==> config.mk <==
export PLATFORM = sky130hd
export DESIGN_NAME = instr_loader
export DESIGN_NICKNAME = d
export VERILOG_FILES = /design/src/rtl/loader_pkg.sv /design/src/rtl/loader_csum.sv /design/src/rtl/instr_loader.sv
export SDC_FILE = /design/constraint.sdc
export NUM_CORES = 1
export LEC_CHECK = 0
export BUFFER_PORTS_ARGS = -buffer_cell sky130_fd_sc_hd__buf_4
export CAP_MARGIN = 20
export CORE_MARGIN = 2
export CORE_UTILIZATION = 56
export CTS_CLUSTER_SIZE = 28
export DETAILED_ROUTE_END_ITERATION = 8
export GPL_TIMING_DRIVEN = 0
export PLACE_DENSITY = 0.79
export SETUP_SLACK_MARGIN = 0.1
export SLEW_MARGIN = 10
export SYNTH_ARGS = -nofsm -noshare
export SYNTH_HDL_FRONTEND = slang
export SYNTH_SLANG_ARGS = --single-unit
==> constraint.sdc <==
create_clock -name clk -period 2.5 [get_ports clk]
set_input_delay 0.25 -clock clk [delete_from_list [all_inputs] [get_ports clk]]
set_output_delay 0.25 -clock clk [all_outputs]
set_load 0.1 [all_outputs]
==> src/rtl/loader_pkg.sv <==
// rtl/loader_pkg.sv - shared types and constants for the instruction loader (LOADER_CHECKSUM_EN adds S_CSUM)
package loader_pkg;

  localparam int INSTR_W   = 9;
  localparam int LEN_BYTES = 2;

  // Bits of the hi byte that carry word bits [w-1:8]; everything above must be zero.
  function automatic logic [7:0] hi_mask(int w);
    return 8'((1 << (w - 8)) - 1);
  endfunction

  localparam logic [7:0] HI_VALID_MASK = hi_mask(INSTR_W);

  typedef enum logic [2:0] {
    S_IDLE,
    S_LEN_HI,
    S_LEN_LO,
    S_W_HI,
    S_W_LO,
    S_DONE,
    S_ERR
`ifdef LOADER_CHECKSUM_EN
    , S_CSUM
`endif
  } loader_state_t;

endpackage

==> src/rtl/loader_csum.sv <==
// rtl/loader_csum.sv - running XOR of accepted frame bytes
module loader_csum (
  input  logic       clk,
  input  logic       reset,
  input  logic       clr,
  input  logic       en,
  input  logic [7:0] din,
  output logic [7:0] acc
);

  always_ff @(posedge clk or negedge reset) begin
    if (!reset) begin
      acc <= 8'h00;
    end else if (clr) begin
      acc <= 8'h00;
    end else if (en) begin
      acc <= acc ^ din;
    end
  end

endmodule

==> src/rtl/instr_loader.sv <==
// rtl/instr_loader.sv - byte-stream program loader writing the instruction memory
// Optional trailing checksum byte when LOADER_CHECKSUM_EN is defined.
module instr_loader
  import loader_pkg::*;
#(
  parameter int D = 12,
  parameter int W = INSTR_W
) (
  input  logic         clk,
  input  logic         reset,
  input  logic         start,
  input  logic         in_valid,
  input  logic [7:0]   in_data,
  output logic         in_ready,
  output logic         wr_en,
  output logic [D-1:0] wr_addr,
  output logic [W-1:0] wr_data,
  output logic [D-1:0] word_count,
  output logic         load_done,
  output logic         cpu_hold,
  output logic         err
);

  localparam logic [7:0]   HI_MASK = (W == INSTR_W) ? HI_VALID_MASK : hi_mask(W);
  localparam logic [16:0]  MAX_N   = 17'd1 << D;
  localparam logic [D-1:0] WC_MAX  = '1;

`ifdef LOADER_CHECKSUM_EN
  localparam loader_state_t END_ST = S_CSUM;
`else
  localparam loader_state_t END_ST = S_DONE;
`endif

  loader_state_t state, state_nx;

  logic [8*LEN_BYTES-9:0] len_hi_q;
  logic [15:0]            rem_q;
  logic [7:0]             hi_q;
  logic [15:0]            n_len;
  logic                   fire;
  logic                   start_ok;
  logic                   csum_match;

  assign fire     = in_valid && in_ready;
  assign start_ok = start && (state == S_IDLE || state == S_DONE || state == S_ERR);
  assign n_len    = {len_hi_q, in_data};

`ifdef LOADER_CHECKSUM_EN
  logic [7:0] csum_acc;

  loader_csum u_csum (
    .clk   (clk),
    .reset (reset),
    .clr   (start_ok),
    .en    (fire && state != S_CSUM),
    .din   (in_data),
    .acc   (csum_acc)
  );

  assign csum_match = (csum_acc == in_data);
`else
  assign csum_match = 1'b1;
`endif

  always_ff @(posedge clk or negedge reset) begin
    if (!reset) begin
      state <= S_IDLE;
    end else begin
      state <= state_nx;
    end
  end

  always_comb begin
    state_nx = state;
    in_ready = 1'b0;
    case (state)
      S_IDLE, S_DONE, S_ERR: begin
        if (start_ok) state_nx = S_LEN_HI;
      end
      S_LEN_HI: begin
        in_ready = 1'b1;
        if (fire) state_nx = S_LEN_LO;
      end
      S_LEN_LO: begin
        in_ready = 1'b1;
        if (fire) begin
          if ({1'b0, n_len} > MAX_N) state_nx = S_ERR;
          else if (n_len == 16'd0)   state_nx = END_ST;
          else                       state_nx = S_W_HI;
        end
      end
      S_W_HI: begin
        in_ready = 1'b1;
        if (fire) state_nx = ((in_data & ~HI_MASK) != 8'h00) ? S_ERR : S_W_LO;
      end
      S_W_LO: begin
        in_ready = 1'b1;
        if (fire) state_nx = (rem_q == 16'd1) ? END_ST : S_W_HI;
      end
`ifdef LOADER_CHECKSUM_EN
      S_CSUM: begin
        in_ready = 1'b1;
        if (fire) state_nx = csum_match ? S_DONE : S_ERR;
      end
`endif
      default: state_nx = S_IDLE;
    endcase
  end

  assign load_done = (state == S_DONE);
  assign err       = (state == S_ERR);
  assign cpu_hold  = ~load_done;

  // Write port is registered so address/data are stable for the whole wr_en cycle.
  always_ff @(posedge clk or negedge reset) begin
    if (!reset) begin
      len_hi_q   <= '0;
      rem_q      <= 16'd0;
      hi_q       <= 8'h00;
      word_count <= '0;
      wr_addr    <= '0;
      wr_data    <= '0;
      wr_en      <= 1'b0;
    end else begin
      wr_en <= 1'b0;
      if (start_ok) begin
        word_count <= '0;
        wr_addr    <= '0;
      end
      if (fire) begin
        case (state)
          S_LEN_HI: len_hi_q <= in_data;
          S_LEN_LO: rem_q    <= n_len;
          S_W_HI:   hi_q     <= in_data;
          S_W_LO: begin
            wr_en   <= 1'b1;
            wr_addr <= word_count;
            wr_data <= W'({hi_q, in_data});
            rem_q   <= rem_q - 16'd1;
            // A full 2**D load leaves the count parked at the last address.
            if (word_count != WC_MAX) word_count <= word_count + D'(1);
          end
          default: ;
        endcase
      end
    end
  end

  logic unused_ok;
  assign unused_ok = csum_match;

endmodule

==> metrics.txt <==
Most used DFF post-synth dfrtp_1; Final HPWL DP roughly 5.7 mm; Initial Util ~58%; Root Buffer clkbuf_8; Hold Vio Cnt, Final 0; status completed; Post-Synth XOR/XNOR Area 1.64%; hold path start in_data[2]; worst-path maximum fanout 9; CP endpoint kind flop; simple-gate share of the synthesized area around 23%; CTS Buf Count 9; Die X slightly below 80 µm; worst vdd ir approximately 1.2 mV; grt met1 use 41.7%; clock transition at the registers of the reported paths about 0.07 ns; first-pass GRT wire length 13.5 mm; Sink Count a little over 60; unrepaired setup endpoints after global routing no; Overflow after GRT 0; CP arrival about 2.4 ns; Cells after Synth between 300 and 400; Hold Path Class in2reg; # rows 27; Max clock buf depth 2; WHS Endpoint wr_data[2]; Startpoint Class flop; WHS 0.136 ns; utilization after layout a little over two thirds; sequential area share after synthesis approximately half; Die ar. about 0.0063 mm²; gr usage total ~28%; Die H around 80 µm; Seq cells post-synth 62; CTS tree built; post-DR vias/cell just over 6; CP Data Required Time roughly 2.8 ns; I/O pins 50; area leader, netlist dfrtp_1; Iter 0 DRT Violations ~380; drt drc 0; Max Freq ~470 MHz; clock skew 0.00829 ns; Wirelength per Cell between 15 and 20 µm; slew margin rel. about half; largest cells by area after synthesis dfrtp_1, nand2_1, a21oi_1; design area 0.00385 mm²; power after layout 4.62 mW; Critical R2R Capture word_count[3]; worst slew pin tran just under 0.8 ns; Antenna Cells 0; number of enable flip-flop cells after synthesis 0; crit path time final around 2.1 ns; Post-CTS Setup Bufs 0; final setup TNS 0 ns; Hold Path Depth 3; ys async rst share 100%; Final WS setup 0.351 ns; largest net degree at the start of global routing 63; Tcrit/Tclk final a little under nine tenths; Synth Area in Compound Gates 19.0%; layer with the highest usage met1; Synth Area in Adders approximately 1.2%; Port-buffer cells between 40 and 50; Placement Setup Slack slightly below 0.3 ns; number of distinct library cells after synthesis 60; fin nets 427; final setup fails 0; RePlAce Congestion around 0.85; Power Density ~1200 mW/mm²; RR Startpoint word_count[0]; share of cells above drive strength 1 about 22%; Crit Path Category reg2reg; initial antenna violation count 0; Mean Syn Cell Area 9.11 µm²; DR pass1 iterations 7; max-cap viol count 0; vias after detailed routing 2973; GRT met3 Usage 7.58%; Syn Nets between 300 and 400; R2R Setup Slk ~0.35 ns; Area after DPL roughly 0.0037 mm²; Synth top area share between 40% and 50%; post-synthesis cell area approximately 0.0032 mm²; vias in the first global route between 2000 and 3000; Reg2Reg Depth 7; warning count from the yosys run 0; met2 usage between 30% and 40%; final WL between 8 and 9 mm; main combinational cell family by area after synthesis simple AND/OR/NAND/NOR gates; Slew Limit Fails 0; Placeable Area about 0.0055 mm²; mux cell area share after synthesis 3.48%; H-tree depth 3; Leak roughly 1.7 nW; dpl cells 472; Antenna Nets Post-Route 0; Area growth syn-to-layout 20.5%; final non-filler cell total roughly 500; Clk Latency, worst-skew pair between 0.3 and 0.4 ns
critical path, stage by stage (launching register included):
cell and delay (ns):
dfrtp_2 0.43, ha_1 0.23, and4_1 0.20, clkbuf_1 0.27, a31oi_2 0.25, a21oi_2 0.40
o21ai_0 0.16, o31ai_1 0.09
routing by layer:
layer  vias to the layer above  part of all wire, %
met2                       156                   44
li1                       1380                    -
met4                         0                  2.1
met5                         -                    0
met1                      1418                   46
met3                        19                  8.2
layout by cell type, fill, tap and decap left out, types with 2 or more instances in the layout:
cell type	n
nand2_1	69
dfrtp_1	60
buf_4	49
a21oi_1	24
o21ai_0	21
nor2_1	20
o21ai_1	18
clkbuf_1	13
clkbuf_8	10
nand3_1	9
mux2_2	9
nor3_1	8
nand4_1	7
o22ai_1	6
buf_2	5
nand2b_1	5
a2bb2oi_1	5
xor2_1	4
or3_1	4
a31oi_1	3
inv_1	3
nor2b_1	3
clkinvlp_4	3
ha_1	3
and4_1	2
or2_1	2
xnor2_1	2
and3_1	2
a31o_2	2
o31ai_1	2
buf_1	2
a21o_1	2
nor4_1	2
o32ai_1	2
clkinv_2	2
dfrtp_2	2
cell type report:
class	count	area, µm²
fill	413	1650
multi-input combinational	265	1560
sequential	62	1550
timing repair buffer	50	378
clock buffer	11	141
tap	72	90.1
buffer	19	77.6
clock inverter	5	33.8
inverter	5	22.5
flip-flops by register name, indices dropped and copies added (netlist names):
register	count
rem_q	16
word_count	12
wr_addr	12
wr_data	9
len_hi_q	8
state	3
hi_q	1
wr_en	1
cells in the mapped netlist, drive strengths merged (3+ instances only):
cell type	instances
nand2	69
dfrtp	62
o21ai	39
a21oi	25
nor2	20
clkbuf	12
nor3	10
mux2	9
nand3	9
buf	7
nand4	7
o22ai	6
a2bb2oi	5
inv	5
nand2b	5
a31oi	4
or3	4
xor2	4
ha	3
nor2b	3
nor4	3
o31ai	3
what timing repair did:
| item | in CTS | in global routing |
|---|---|---|
| endpoints found under the hold margin | 3 | 0 |
| setup endpoints to repair | 0 | 1 |
| hold buffers | 1 | 0 |
| resized for setup | 0 | 1 |
cell families after synthesis:
logic type                 count (synthesis)
muxes                                     10
and+or+nand+nor                          146
DFF                                       62
buffers and inverters                     24
adders and majority gates                  3
xor gates and xnor gates                   6
AOI/OAI and AO/OA                        100
where the power goes:
group	internal, mW	switching (mW)
clock network	0.387	0.408
registers	1.31	0.326
logic	0.654	1.53
total	2.36	2.27
worst max path at each step:
| stage | from | to | slack, ns | cells after the start |
|---|---|---|---|---|
| finish | word_count[0] | word_count[3] | 0.35 | 7 |
| global placement | word_count[0] | word_count[3] | 0.30 | 7 |
| CTS | word_count[0] | word_count[5] | 0.28 | 7 |
| global route | word_count[0] | word_count[3] | 0.17 | 7 |
| detailed placement | word_count[0] | word_count[3] | 0.30 | 7 |
| floorplan | state[2] | load_done | 0.02 | 4 |
Note: power is estimated with default switching activity, not from simulation.
